<file path="config.mk">
export PLATFORM = sky130hd
export DESIGN_NAME = gf2m_mul_serial
export DESIGN_NICKNAME = d
export VERILOG_FILES = /design/src/rtl/gf2m_mul_serial.sv
export SDC_FILE = /design/constraint.sdc
export NUM_CORES = 1
export LEC_CHECK = 0
export ABC_AREA = 1
export CORE_MARGIN = 2
export CORE_UTILIZATION = 41
export CTS_CLUSTER_DIAMETER = 80
export DETAILED_ROUTE_END_ITERATION = 8
export PLACE_DENSITY = 0.61
export SYNTH_ARGS = -nofsm -noshare
export SYNTH_HDL_FRONTEND = slang
export SYNTH_SLANG_ARGS = --single-unit
</file>
<file path="constraint.sdc">
create_clock -name clk -period 3.8 [get_ports clk]
set_input_delay 0.76 -clock clk [delete_from_list [all_inputs] [get_ports clk]]
set_output_delay 0.76 -clock clk [all_outputs]
set_load 0.01 [all_outputs]
</file>
<file path="src/rtl/gf2m_mul_serial.sv">
// Digit-serial GF(2^M) multiplier: D bits of b per cycle, MSB digit first.
// Produces either a*b mod POLY or the raw (2M-1)-bit carry-less product.
module gf2m_mul_serial #(
  parameter int         M    = 8,
  parameter int         D    = 2,
  parameter logic [M:0] POLY = 9'h11B
) (
  input  logic           clk,
  input  logic           rst_n,
  input  logic           clear,
  input  logic           in_valid,
  output logic           in_ready,
  input  logic [M-1:0]   a,
  input  logic [M-1:0]   b,
  input  logic           raw,
  output logic           out_valid,
  input  logic           out_ready,
  output logic [2*M-2:0] c,
  output logic           busy
);

  localparam int N  = (M + D - 1) / D;
  localparam int NB = N * D;
  localparam int KW = (N > 1) ? $clog2(N) : 1;
  localparam int CW = 2 * M - 1;
  localparam int AW = M + D;
  localparam int PW = M + D - 1;
  localparam logic [AW-1:0] POLY_W = AW'(POLY);

  if (POLY[M] != 1'b1) begin : g_bad_poly
    $error("gf2m_mul_serial: POLY bit M must be 1");
  end
  if (M < 2 || M > 64) begin : g_bad_m
    $error("gf2m_mul_serial: M out of range 2..64");
  end
  if (D < 1 || D > M) begin : g_bad_d
    $error("gf2m_mul_serial: D out of range 1..M");
  end

  typedef enum logic [1:0] {IDLE, BUSY, DONE} state_t;

  state_t          state, state_nxt;
  logic [M-1:0]    a_q;
  logic [NB-1:0]   b_q;
  logic            raw_q;
  logic [CW-1:0]   acc, acc_nxt;
  logic [KW-1:0]   k;
  logic [D-1:0]    digit;
  logic [PW-1:0]   prod;

  function automatic logic [PW-1:0] clmul(input logic [M-1:0] x, input logic [D-1:0] y);
    logic [PW-1:0] r;
    r = '0;
    for (int j = 0; j < D; j++)
      if (y[j]) r = r ^ (PW'(x) << j);
    return r;
  endfunction

  // Clear the D overflow bits from the top down; each fold can only touch lower bits.
  function automatic logic [M-1:0] fold(input logic [AW-1:0] t);
    logic [AW-1:0] r;
    r = t;
    for (int i = AW - 1; i >= M; i--)
      if (r[i]) r = r ^ (POLY_W << (i - M));
    return r[M-1:0];
  endfunction

  always_comb begin
    digit   = D'(b_q >> (int'(k) * D));
    prod    = clmul(a_q, digit);
    acc_nxt = raw_q ? ((acc << D) ^ CW'(prod))
                    : CW'(fold((AW'(acc[M-1:0]) << D) ^ AW'(prod)));
  end

  always_ff @(posedge clk or negedge rst_n) begin
    if (!rst_n) state <= IDLE;
    else        state <= state_nxt;
  end

  always_comb begin
    state_nxt = state;
    in_ready  = 1'b0;
    out_valid = 1'b0;
    busy      = 1'b0;
    case (state)
      IDLE: begin
        in_ready = 1'b1;
        if (in_valid) state_nxt = BUSY;
      end
      BUSY: begin
        busy = 1'b1;
        if (k == '0) state_nxt = DONE;
      end
      DONE: begin
        out_valid = 1'b1;
        if (out_ready) state_nxt = IDLE;
      end
      default: state_nxt = IDLE;
    endcase
    if (clear) state_nxt = IDLE;
  end

  always_ff @(posedge clk or negedge rst_n) begin
    if (!rst_n) begin
      a_q   <= '0;
      b_q   <= '0;
      raw_q <= 1'b0;
      acc   <= '0;
      k     <= '0;
      c     <= '0;
    end else if (!clear) begin
      case (state)
        IDLE: if (in_valid) begin
          a_q   <= a;
          b_q   <= NB'(b);
          raw_q <= raw;
          acc   <= '0;
          k     <= KW'(N - 1);
        end
        BUSY: begin
          acc <= acc_nxt;
          k   <= k - 1'b1;
          if (k == '0) c <= acc_nxt;
        end
        default: ;
      endcase
    end
  end

endmodule

</file>
==> flow_summary.toml <==
[run_status]
status = "complete, no violations"

[timing]
rsz0062_at_grt = "false"
fin_worst_skew_ns = 0.01284
whs_ns = 0.4850
finalHoldViolCount = 0
relSlewSlack = 0.2982
setup_viol = 0
timing.fmax_mhz = 449.7
tightest_slew_ns = 1.053
tns_ns = 0
slew_violations = 0
timing.final.crit_share = 0.5853
period_minus_slack_ns = 2.224

[cells_and_area]
stdcell_count = 405
syn_to_final_growth_pct = 23.53
antenna_cells = 0
drive_gt1_frac = 0.1021
layout_commonest_cell = "nand2_1"
layout.nets = 355
layout_common_cells = "nand2_1 (109), dfrtp_1 (49), clkdlybuf4s50_1 (38), inv_1 (30), nor2_1 (16)"
fillers = 565

[synthesis]
netlist_instances = 289
async_reset_ff_frac = 1.000
synth_seq_cells = 49
synth_nets = 312
synth_area_per_cell_um2 = 8.187
yosysSeqAreaShare = 0.5182
ys_types = 24
ys.flop_type = "dfrtp_1"
yosys_warnings = 0
synth-edff-count = 0
synth_area_um2 = 2366

[clocking]
cts_tree = "done"
clock_latency_ns = 0.31
htree_levels = 2
cts-root-buf = "clkbuf_8"
numCtsBuffers = 5
ctsResizeCount = 0
cts_setup_buffers = 0
clkSinkCount = 49
path_clk_slew_ns = 0.09
clockBufferDepth = 2
ctsHoldBuffers = 0

[floorplanning]
die_w_um = 79.97
die_h_um = 79.97
die_area_um2 = 6394
initial_core_util = 0.4271
fp.coreArea_um2 = 5540
rows = 27
pin_count = 40

[worst_setup_path]
r2r_setup_slack_ns = 2.05
crit_fanout = 3
arrival_ns = 1.46
crit_chain = "nor2_1 > clkdlybuf4s50_1"
critPathMaxStageDelay_ns = 0.57
startpoint_type = "flip-flop"
cp.required_ns = 3.04
cp_slowest_cell = "clkdlybuf4s50_1"
crit_type = "reg2out"
cp-end-kind = "primary output"

[grt]
overflow = 0
grt_pass1_wl_mm = 8.300
track_usage = 0.1711
grt_max_degree = 50
grt_antenna_before_repair = 0
first_global_vias = 1750

[place]
portBuffers = 39
dp_hpwl_mm = 3.534
routabilityCongestion = 0.8079
dp.cells = 397

[flow_run]
cap_violations = 0

[drt]
drt_first_pass_iters = 4
drt_iter0_drc = 56
drc = 0
avgRoutedWirePerCell_um = 11.72
routed-via-count = 1902
via_per_inst = 4.696
wirelength_mm = 4.746
antenna_left = 0

[power_and_ir_drop]
p_per_area_nw_per_um2 = 635.1
p_leak_nw = 1.450
ir_worst_vdd_v = 0.0002349

[hold_path]
hold_class = "reg2reg"
## cell families (layout without fill, tap and decap cells)
logic type	Yosys count	in the layout	share of synthesized area
AND/OR/NAND/NOR	159	159	0.3009
adder cells (fa/ha/maj)	1	1	0.005287
buffers and inverters	38	82	0.06187
flip-flops	49	49	0.5182
AO/OA/AOI/OAI	30	30	0.06927
XOR/XNOR	12	12	0.04442
## layout make-up
| class | instances | area [um2] | share of cell area |
|---|---|---|---|
| Inverter | 35 | 131.4 | 0.04495 |
| Multi-Input combinational cell | 202 | 993.5 | 0.3399 |
| Clock buffer | 6 | 82.58 | 0.02825 |
| Sequential cell | 49 | 1226 | 0.4195 |
| Clock inverter | 2 | 13.76 | 0.004709 |
| Tap cell | 72 | 90.09 | 0.03082 |
| Timing Repair Buffer | 39 | 385.4 | 0.1318 |
## worst max-delay path, delay by kind of cell, from the launching register on
kind | cells | cell delay [ns]
buffers and inverters | 1 | 0.57
flip-flops | 1 | 0.41
AND/OR/NAND/NOR | 1 | 0.17
## worst paths after layout
kind,start,end,cells after the start
max,state[1],busy,2
min,c[2],c[2],2
max reg2reg,state[0],acc[9],6
min reg2reg,c[2],c[2],2
max in group asynchronous,rst_n,k[0],1
min in group asynchronous,rst_n,c[14],1
## Yosys cell counts (4+ instances only)
cell type / number / area (um2)
o21ai_0: 13 / 65.06
inv_1: 30 / 112.6
dfrtp_1: 49 / 1226
o22ai_1: 4 / 25.02
nand2_1: 109 / 409.1
xor2_1: 8 / 70.07
nand2_2: 5 / 31.28
nor2_2: 5 / 31.28
inv_2: 5 / 18.77
nor2_1: 16 / 60.06
xnor2_1: 4 / 35.03
nand3_1: 12 / 60.06
o21ai_1: 9 / 45.04
nand3_2: 5 / 50.05
## metrics by stage
stage / area, um2 / worst slack, ns / total power [W] / util
3_5_place_dp: 2826 / 1.309 / 0.001545 / 0.5102
5_1_grt: 2923 / 1.466 / 0.002025 / 0.5276
6_report: 2923 / 1.576 / 0.001856 / 0.5276
2_1_floorplan: 2366 / 2.167 / 0.001304 / -
3_3_place_gp: 2826 / 1.338 / 0.001543 / 0.5102
4_1_cts: 2923 / 1.560 / 0.001873 / 0.5276
## registers in the layout (all words and copies together) (netlist names)
signal	count
k	2
c	15
b_q	8
acc	13
state	2
raw_q	1
a_q	8
## metal layers
metal | global-route usage | vias to the layer above | share of wire
li1 | - | 984 | -
met1 | 0.2379 | 861 | 0.50
met2 | 0.2575 | 47 | 0.44
met3 | 0.03054 | 10 | 0.044
met4 | 0.08136 | 0 | 0.023
met5 | 0 | - | 0
## report_power, final
part / internal (W) / total [W] / switching, W
logic: 0.000311 / 0.000809 / 0.000498
registers: 0.000643 / 0.000726 / 0.0000828
clock network: 0.000148 / 0.000321 / 0.000174
total: 0.00110 / 0.00186 / 0.000755
No activity file was read; power rests on OpenSTA's default activity.
